File: src/rtl/op_imm_pkg.sv
`default_nettype none
// ============================================================================
// Module   : op_imm_pkg
// Purpose  : Shared constants, types and decoder for the OP-IMM sequencer
// Revision : 1.0
// ============================================================================
package op_imm_pkg;

    localparam logic [6:0] OPCODE_OP_IMM = 7'b0010011;

    localparam logic [2:0] F3_ADDI      = 3'b000;
    localparam logic [2:0] F3_SLLI      = 3'b001;
    localparam logic [2:0] F3_SLTI      = 3'b010;
    localparam logic [2:0] F3_SLTIU     = 3'b011;
    localparam logic [2:0] F3_XORI      = 3'b100;
    localparam logic [2:0] F3_SRLI_SRAI = 3'b101;
    localparam logic [2:0] F3_ORI       = 3'b110;
    localparam logic [2:0] F3_ANDI      = 3'b111;

    localparam logic [6:0] F7_ZERO = 7'b0000000;
    localparam logic [6:0] F7_SRA  = 7'b0100000;

    typedef enum logic [1:0] {
        ST_IDLE  = 2'd0,
        ST_SHIFT = 2'd1,
        ST_DONE  = 2'd2
    } state_e;

    typedef enum logic [3:0] {
        OP_ADD  = 4'd0,
        OP_SLT  = 4'd1,
        OP_SLTU = 4'd2,
        OP_XOR  = 4'd3,
        OP_OR   = 4'd4,
        OP_AND  = 4'd5,
        OP_SLL  = 4'd6,
        OP_SRL  = 4'd7,
        OP_SRA  = 4'd8
    } alu_op_e;

    typedef struct packed {
        alu_op_e op;
        logic    illegal;
    } decode_t;

    function automatic decode_t decode_op_imm(input logic [31:0] instr);
        decode_t    d;
        logic [2:0] f3;
        logic [6:0] f7;
        f3        = instr[14:12];
        f7        = instr[31:25];
        d.op      = OP_ADD;
        d.illegal = (instr[6:0] != OPCODE_OP_IMM);
        case (f3)
            F3_ADDI:  d.op = OP_ADD;
            F3_SLTI:  d.op = OP_SLT;
            F3_SLTIU: d.op = OP_SLTU;
            F3_XORI:  d.op = OP_XOR;
            F3_ORI:   d.op = OP_OR;
            F3_ANDI:  d.op = OP_AND;
            F3_SLLI: begin
                d.op = OP_SLL;
                if (f7 != F7_ZERO) d.illegal = 1'b1;
            end
            F3_SRLI_SRAI: begin
                if (f7 == F7_ZERO)     d.op = OP_SRL;
                else if (f7 == F7_SRA) d.op = OP_SRA;
                else                   d.illegal = 1'b1;
            end
            default: d.illegal = 1'b1;
        endcase
        return d;
    endfunction

endpackage
`default_nettype wire

File: src/rtl/op_imm_iter_shifter.sv
`default_nettype none
// ============================================================================
// Module   : op_imm_iter_shifter
// Purpose  : Iterative shifter, up to SHIFT_STEP bit positions per step
// Revision : 1.0
// ============================================================================
module op_imm_iter_shifter #(
    parameter int XLEN       = 32,
    parameter int SHIFT_STEP = 1
) (
    input  logic            clk,
    input  logic            rst_n,
    input  logic            load_i,
    input  logic            step_i,
    input  logic            left_i,
    input  logic            arith_i,
    input  logic [XLEN-1:0] data_i,
    input  logic [4:0]      shamt_i,
    output logic            done_o,
    output logic [XLEN-1:0] next_o
);

    if (SHIFT_STEP != 1 && SHIFT_STEP != 2 && SHIFT_STEP != 4 && SHIFT_STEP != 8) begin : g_bad_step
        $error("op_imm_iter_shifter: SHIFT_STEP must be 1, 2, 4 or 8");
    end

    localparam logic [4:0] STEP = 5'(SHIFT_STEP);

    logic [XLEN-1:0] acc_q, acc_d;
    logic [4:0]      cnt_q, cnt_d;
    logic [4:0]      amt;
    logic            left_q, arith_q;

    always_comb begin
        amt = (cnt_q < STEP) ? cnt_q : STEP;
        if (left_q)       acc_d = acc_q << amt;
        else if (arith_q) acc_d = XLEN'($signed(acc_q) >>> amt);
        else              acc_d = acc_q >> amt;
        cnt_d = cnt_q - amt;
    end

    always_ff @(posedge clk) begin
        if (!rst_n) begin
            acc_q   <= '0;
            cnt_q   <= '0;
            left_q  <= 1'b0;
            arith_q <= 1'b0;
        end else if (load_i) begin
            acc_q   <= data_i;
            cnt_q   <= shamt_i;
            left_q  <= left_i;
            arith_q <= arith_i;
        end else if (step_i) begin
            acc_q <= acc_d;
            cnt_q <= cnt_d;
        end
    end

    // Asserted during the step that drains the remaining count.
    assign done_o = (cnt_q <= STEP);
    assign next_o = acc_d;

endmodule
`default_nettype wire

File: src/rtl/op_imm_alu_seq.sv
`default_nettype none
// ============================================================================
// Module   : op_imm_alu_seq
// Purpose  : RV32I OP-IMM sequencer between decode and register writeback
// Revision : 1.0
// ============================================================================
module op_imm_alu_seq
    import op_imm_pkg::*;
#(
    parameter int SHIFT_STEP = 1,
    parameter int XLEN       = 32
) (
    input  logic            clk,
    input  logic            rst_n,
    input  logic            instr_valid_i,
    output logic            instr_ready_o,
    input  logic [31:0]     instr_i,
    input  logic [XLEN-1:0] rs1_rdata_i,
    output logic            result_valid_o,
    input  logic            result_ready_i,
    output logic [XLEN-1:0] result_o,
    output logic [4:0]      rd_addr_o,
    output logic            illegal_o,
    output logic            busy_o
);

    if (XLEN != 32) begin : g_bad_xlen
        $error("op_imm_alu_seq: XLEN must be 32");
    end

    localparam int MAX_SHIFT_CYCLES = (31 + SHIFT_STEP - 1) / SHIFT_STEP;

    state_e          state_q, state_d;
    decode_t         dec;
    logic            accept;
    logic            is_shift;
    logic [4:0]      shamt;
    logic [XLEN-1:0] imm;
    logic [XLEN-1:0] alu_res;
    logic [XLEN-1:0] result_q, result_d;
    logic [4:0]      rd_q, rd_d;
    logic            illegal_q, illegal_d;
    logic [5:0]      shift_cycles_q;
    logic            sh_load, sh_step, sh_done;
    logic [XLEN-1:0] sh_next;

    assign dec      = decode_op_imm(instr_i);
    assign accept   = instr_valid_i && instr_ready_o;
    assign shamt    = instr_i[24:20];
    assign imm      = {{(XLEN-12){instr_i[31]}}, instr_i[31:20]};
    assign is_shift = (dec.op == OP_SLL) || (dec.op == OP_SRL) || (dec.op == OP_SRA);
    assign sh_load  = accept && !dec.illegal && is_shift && (shamt != 5'd0);
    assign sh_step  = (state_q == ST_SHIFT);

    // Shift ops fall through with rs1 here; that covers the shamt==0 case.
    always_comb begin
        case (dec.op)
            OP_ADD:  alu_res = rs1_rdata_i + imm;
            OP_SLT:  alu_res = {{(XLEN-1){1'b0}}, ($signed(rs1_rdata_i) < $signed(imm))};
            OP_SLTU: alu_res = {{(XLEN-1){1'b0}}, (rs1_rdata_i < imm)};
            OP_XOR:  alu_res = rs1_rdata_i ^ imm;
            OP_OR:   alu_res = rs1_rdata_i | imm;
            OP_AND:  alu_res = rs1_rdata_i & imm;
            default: alu_res = rs1_rdata_i;
        endcase
    end

    op_imm_iter_shifter #(
        .XLEN       (XLEN),
        .SHIFT_STEP (SHIFT_STEP)
    ) u_shifter (
        .clk     (clk),
        .rst_n   (rst_n),
        .load_i  (sh_load),
        .step_i  (sh_step),
        .left_i  (dec.op == OP_SLL),
        .arith_i (dec.op == OP_SRA),
        .data_i  (rs1_rdata_i),
        .shamt_i (shamt),
        .done_o  (sh_done),
        .next_o  (sh_next)
    );

    always_ff @(posedge clk) begin
        if (!rst_n) state_q <= ST_IDLE;
        else        state_q <= state_d;
    end

    always_comb begin
        state_d = state_q;
        case (state_q)
            ST_IDLE: begin
                if (accept && !dec.illegal)
                    state_d = sh_load ? ST_SHIFT : ST_DONE;
            end
            ST_SHIFT: if (sh_done)        state_d = ST_DONE;
            ST_DONE:  if (result_ready_i) state_d = ST_IDLE;
            default:                      state_d = ST_IDLE;
        endcase
    end

    always_comb begin
        instr_ready_o  = (state_q == ST_IDLE);
        result_valid_o = (state_q == ST_DONE);
        busy_o         = (state_q != ST_IDLE);
    end

    always_comb begin
        result_d  = result_q;
        rd_d      = rd_q;
        illegal_d = accept && dec.illegal;
        if (accept && !dec.illegal) begin
            result_d = alu_res;
            rd_d     = instr_i[11:7];
        end else if (sh_step && sh_done) begin
            result_d = sh_next;
        end
    end

    always_ff @(posedge clk) begin
        if (!rst_n) begin
            result_q       <= '0;
            rd_q           <= '0;
            illegal_q      <= 1'b0;
            shift_cycles_q <= '0;
        end else begin
            result_q       <= result_d;
            rd_q           <= rd_d;
            illegal_q      <= illegal_d;
            shift_cycles_q <= sh_step ? shift_cycles_q + 6'd1 : 6'd0;
        end
    end

    assign result_o  = result_q;
    assign rd_addr_o = rd_q;
    assign illegal_o = illegal_q;

    a_funct3_known: assert property (@(posedge clk) disable iff (!rst_n)
        (accept && instr_i[6:0] == OPCODE_OP_IMM) |-> !$isunknown(instr_i[14:12]));

    a_result_stable: assert property (@(posedge clk) disable iff (!rst_n)
        (result_valid_o && !result_ready_i) |=> $stable(result_o));

    a_illegal_excl: assert property (@(posedge clk) disable iff (!rst_n)
        !(illegal_o && result_valid_o));

    a_shift_bound: assert property (@(posedge clk) disable iff (!rst_n)
        (state_q == ST_SHIFT) |-> (shift_cycles_q < 6'(MAX_SHIFT_CYCLES)));

endmodule
`default_nettype wire

File: config.mk
export PLATFORM = sky130hd
export DESIGN_NAME = op_imm_alu_seq
export DESIGN_NICKNAME = d
export VERILOG_FILES = /design/src/rtl/op_imm_pkg.sv /design/src/rtl/op_imm_iter_shifter.sv /design/src/rtl/op_imm_alu_seq.sv
export SDC_FILE = /design/constraint.sdc
export NUM_CORES = 1
export LEC_CHECK = 0
export ABC_CLOCK_PERIOD_IN_PS = 5000
export CAP_MARGIN = 15
export CORE_MARGIN = 2
export CORE_UTILIZATION = 55
export DETAILED_ROUTE_END_ITERATION = 8
export GPL_TIMING_DRIVEN = 0
export PLACE_DENSITY = 0.8
export SLEW_MARGIN = 20
export SYNTH_ARGS = -nofsm -noshare
export SYNTH_HDL_FRONTEND = slang
export SYNTH_SLANG_ARGS = --single-unit
File: constraint.sdc
create_clock -name clk -period 5 [get_ports clk]
set_input_delay 1 -clock clk [delete_from_list [all_inputs] [get_ports clk]]
set_output_delay 1 -clock clk [all_outputs]
set_load 0.03 [all_outputs]
==> run_summary.xml <==
<?xml version="1.0" encoding="UTF-8"?>
<metrics>
  <group name="power_and_ir_drop">
    <metric name="power.net_switching" unit="mW">0.646</metric>
    <metric name="power.density_cell_area" unit="mW/mm^2">203</metric>
    <metric name="ir_worst_vdd" unit="mV">0.170</metric>
    <metric name="power_report.internal_total" unit="mW">1.36</metric>
    <metric name="sw_frac_of_total" unit="">0.321</metric>
    <metric name="p_comb_frac" unit="">0.301</metric>
    <metric name="power.leakage" unit="nW">3.78</metric>
    <metric name="power.share.sequential" unit="">0.315</metric>
    <metric name="power_frac_clock" unit="">0.385</metric>
  </group>
  <group name="worst_setup_path">
    <metric name="crit_arrival" unit="ns">4.57</metric>
    <metric name="path_class" unit="">input pin to flip-flop</metric>
    <metric name="r2r_cells" unit="">8</metric>
    <metric name="timing.rr.start" unit="">u_shifter.cnt_q[1]$_SDFFE_PN0P_</metric>
    <metric name="worst_setup_path_end_kind" unit="">flip-flop</metric>
    <metric name="worst-r2r-setup-slack" unit="ns">2.19</metric>
    <metric name="worstReg2RegEnd" unit="">result_o[19]$_SDFFE_PN0P_</metric>
    <metric name="cp_data_required_time" unit="ns">5.20</metric>
    <metric name="worst_setup_path_start_kind" unit="">input pin</metric>
    <metric name="critical_path.max_fanout" unit="">28</metric>
  </group>
  <group name="grt">
    <metric name="via_count_of_the_first_global_routing_pass" unit="">8513</metric>
    <metric name="first_pass_grt_wire_length" unit="microns">48200</metric>
    <metric name="gr-total-overflow" unit="">0</metric>
    <metric name="pin_count_of_the_biggest_net_entering_global_routing" unit="">29</metric>
    <metric name="initial_antenna_violation_count" unit="">1</metric>
    <metric name="grt.total_usage" unit="">0.382</metric>
  </group>
  <group name="timing">
    <metric name="worst_slew_pin_slew" unit="ns">0.808</metric>
    <metric name="final_min_period_over_clock_period" unit="">0.873</metric>
    <metric name="final-setup-viol-count" unit="">0</metric>
    <metric name="timing_max_transition_violations_final" unit="">0</metric>
    <metric name="slew-limit-headroom" unit="">0.461</metric>
    <metric name="unrepaired_setup_endpoints_after_global_routing" unit="">false</metric>
    <metric name="setup_ws" unit="ns">0.635</metric>
    <metric name="period_minus_slack" unit="ns">4.36</metric>
    <metric name="hold_slack" unit="ns">0.453</metric>
    <metric name="timing.fmax" unit="GHz">0.229</metric>
    <metric name="finalHoldViolations" unit="">0</metric>
    <metric name="finClkSkew" unit="ns">0.00594</metric>
  </group>
  <group name="logic_synthesis">
    <metric name="postSynthCellCount" unit="">1112</metric>
    <metric name="async_sr_flop_fraction" unit="">0</metric>
    <metric name="synth.ff_latch_count" unit="">79</metric>
    <metric name="syn-cell-area" unit="sq mm">0.00827</metric>
    <metric name="synth_flop_cell" unit="">dfxtp_1</metric>
    <metric name="synthesis.nets" unit="">1278</metric>
    <metric name="synth_enable_flop_cells" unit="">0</metric>
    <metric name="synth-seq-area-share" unit="">0.191</metric>
    <metric name="ys_warn_count" unit="">0</metric>
    <metric name="postSynthAreaPerCell" unit="sq um">7.44</metric>
    <metric name="synth_cell_type_count" unit="">74</metric>
  </group>
  <group name="clock_tree">
    <metric name="post_cts.repair.setup_buffers" unit="">0</metric>
    <metric name="cts.hold.buffers_added" unit="">0</metric>
    <metric name="cts_made_buffers" unit="">9</metric>
    <metric name="clk-insertion-delay-late" unit="ns">0.35</metric>
    <metric name="h_tree_depth" unit="">3</metric>
    <metric name="numClockSinks" unit="">79</metric>
    <metric name="clock_root_buffer" unit="">clkbuf_16</metric>
    <metric name="cts_tree" unit="">built</metric>
    <metric name="max-clock-path-buffers" unit="">2</metric>
    <metric name="worst_setup_hold_path_clk_slew" unit="ns">0.06</metric>
  </group>
  <group name="layout">
    <metric name="mostFrequentLayoutCell" unit="">a21oi_1</metric>
    <metric name="fin_nets" unit="">1392</metric>
    <metric name="antenna_cells_inserted" unit="">0</metric>
    <metric name="ratio_of_cells_with_drive_above_1_in_the_final_layout" unit="">0.0471</metric>
    <metric name="layout_common_cells" unit="">111 x a21oi_1, 103 x nor2_1, 101 x clkdlybuf4s50_1</metric>
    <metric name="layout-area-overhead-vs-synth" unit="%">19.5</metric>
  </group>
  <group name="hold_path">
    <metric name="hold_class" unit="">flip-flop to flip-flop</metric>
    <metric name="min_delay_path_depth" unit="">2</metric>
    <metric name="holdPathEnd" unit="">rd_addr_o[2]$_SDFFE_PN0N_</metric>
    <metric name="hold_start" unit="">rd_addr_o[2]$_SDFFE_PN0N_</metric>
  </group>
  <group name="die">
    <metric name="die_w" unit="microns">127</metric>
    <metric name="floorplan.initialDensity" unit="">0.567</metric>
    <metric name="standard_cell_core_area" unit="sq mm">0.0146</metric>
    <metric name="fp.dieArea" unit="sq mm">0.0160</metric>
    <metric name="floorplan.io_pins" unit="">109</metric>
    <metric name="row_count" unit="">44</metric>
    <metric name="die_h" unit="microns">127</metric>
  </group>
  <group name="route">
    <metric name="wl_met3" unit="microns">4090</metric>
    <metric name="route.detailed.vias_per_inst" unit="">6.61</metric>
    <metric name="postRouteWirelength" unit="microns">31400</metric>
    <metric name="drt-met1-wl" unit="microns">12600</metric>
    <metric name="routed.top_layer" unit="">met4</metric>
    <metric name="detailedRoute.firstIterationViolations" unit="">1524</metric>
    <metric name="detail-route-antenna-nets" unit="">0</metric>
    <metric name="detail_route.wl_per_cell" unit="microns">22.2</metric>
    <metric name="routed-via-count" unit="">9357</metric>
    <metric name="wl_met2" unit="microns">13600</metric>
    <metric name="route.detailed.drc" unit="">0</metric>
    <metric name="drt_pass1_iterations" unit="">9</metric>
  </group>
  <group name="flow_run">
    <metric name="number_of_max_capacitance_violations_reported" unit="">0</metric>
  </group>
  <group name="placed_design">
    <metric name="hpwlAfterDp" unit="microns">23900</metric>
    <metric name="preCtsSetupSlack" unit="ns">-0.463</metric>
    <metric name="number_of_input_and_output_port_buffers_inserted" unit="">102</metric>
    <metric name="place_congestion" unit="">0.999</metric>
  </group>
  <group name="status">
    <metric name="result_of_the_run" unit="">completed</metric>
  </group>
</metrics>
-- critical path, stage by stage --
cell and delay, ns:
clkbuf_2 0.47, inv_2 0.31, buf_12 0.26, ha_1 0.28, buf_2 0.22, nand3_1 0.15
or3_1 0.32, o21a_1 0.24, a21oi_1 0.25, a21oi_1 0.13, xnor2_1 0.14, a222oi_1 0.61
o22ai_1 0.17
-- flip-flops by register name, summed over array words and instances (netlist names) --
signal             count
u_shifter.cnt_q        5
result_o              32
rd_addr_o              5
u_shifter.left_q       1
u_shifter.arith_q      1
illegal_o              1
state_q                2
u_shifter.acc_q       32
-- metal layers --
metal,vias to the layer above,GRT usage
met5,-,0
met4,0,0.122
met3,97,0.0852
met2,691,0.594
li1,4270,-
met1,4299,0.526
-- logic make-up (layout without fill, tap and decap cells) --
logic type / count (synthesis) / count (layout) / share of synthesized area
compound gates: 400 / 400 / 0.328
simple gates: 297 / 297 / 0.161
buf+inv: 165 / 284 / 0.0856
fa+ha+maj: 98 / 98 / 0.149
flops: 79 / 79 / 0.191
mux: 47 / 47 / 0.0570
xor+xnor: 26 / 26 / 0.0275
-- Yosys cell counts, types with 2 or more instances --
master,number,area (sq um)
a211oi_1,56,420
a21o_1,7,52.6
a21oi_1,111,556
a221o_1,2,20.0
a221oi_1,14,123
a222oi_1,12,120
a22o_1,29,254
a22oi_1,13,97.6
a31oi_1,7,43.8
and2_1,6,37.5
and3_1,5,31.3
and4_1,2,17.5
buf_1,7,26.3
buf_2,14,70.1
clkbuf_1,56,210
clkbuf_8,6,82.6
dfxtp_1,79,1580
ha_1,97,1210
inv_1,79,297
mux2i_1,46,460
nand2_1,98,368
nand2b_1,6,37.5
nand3_1,21,105
nand4_1,4,25.0
nor2_1,103,387
nor2b_1,6,37.5
nor3_1,18,90.1
nor3_2,2,20.0
nor3b_1,5,37.5
nor4_1,9,56.3
o2111ai_1,2,17.5
o211ai_1,13,97.6
o21a_1,10,75.1
o21ai_0,59,295
o21ai_1,8,40.0
o21bai_1,9,67.6
o221ai_1,9,78.8
o22ai_1,14,87.6
o31ai_1,4,30.0
or3_1,6,37.5
xnor2_1,20,175
xor2_1,6,52.6
-- metrics by stage --
stage / cell area (sq um) / util / setup TNS (ns) / total power [mW] / instances
2_1_floorplan: 8270 / - / 0 / 1.02 / 1112
3_3_place_gp: 9520 / 0.653 / -17.38 / 1.22 / 1398
3_5_place_dp: 9540 / 0.654 / -2.84 / 1.23 / 1399
4_1_cts: 9890 / 0.678 / 0 / 1.98 / 1415
5_1_grt: 9880 / 0.677 / 0 / 2.07 / 1415
6_report: 9880 / 0.677 / 0 / 2.01 / 1415
-- power groups by stage --
stage	combinational, mW	clock, mW	sequential, mW
2_1_floorplan	0.370	0	0.649
3_3_place_gp	0.572	0	0.646
3_5_place_dp	0.579	0	0.646
4_1_cts	0.581	0.765	0.633
5_1_grt	0.648	0.791	0.632
6_report	0.605	0.774	0.632
-- final cells by class --
type                    count  area [sq um]
clock buffers              10           239
repair buffers            103          1040
flip-flops and latches     79          1580
inverters                  80           300
multi-input cells         868          5980
clock inverters             6           108
fillers                  1286          4710
well taps                 184           230
plain buffers              85           408
-- how the worst max path moves through the flow --
stage	startpoint	end	slack (ns)	cells after the start
floorplan	instr_i[31]	result_o[31]$_SDFFE_PN0P_	1.10	11
finish	instr_i[31]	result_o[18]$_SDFFE_PN0P_	0.64	13
global route	instr_i[31]	result_o[18]$_SDFFE_PN0P_	0.45	13
detailed placement	instr_i[31]	result_o[18]$_SDFFE_PN0P_	-0.46	13
CTS	instr_i[31]	result_o[18]$_SDFFE_PN0P_	0.16	13
global placement	instr_i[31]	result_o[18]$_SDFFE_PN0P_	-1.14	12
-- what timing repair did --
action                     in CTS  in global routing
pin swaps                       0                  0
gates cloned                    0                  0
setup endpoints to repair       1                  2
resized for setup               1                  2
(Power assumes the default switching activity.)
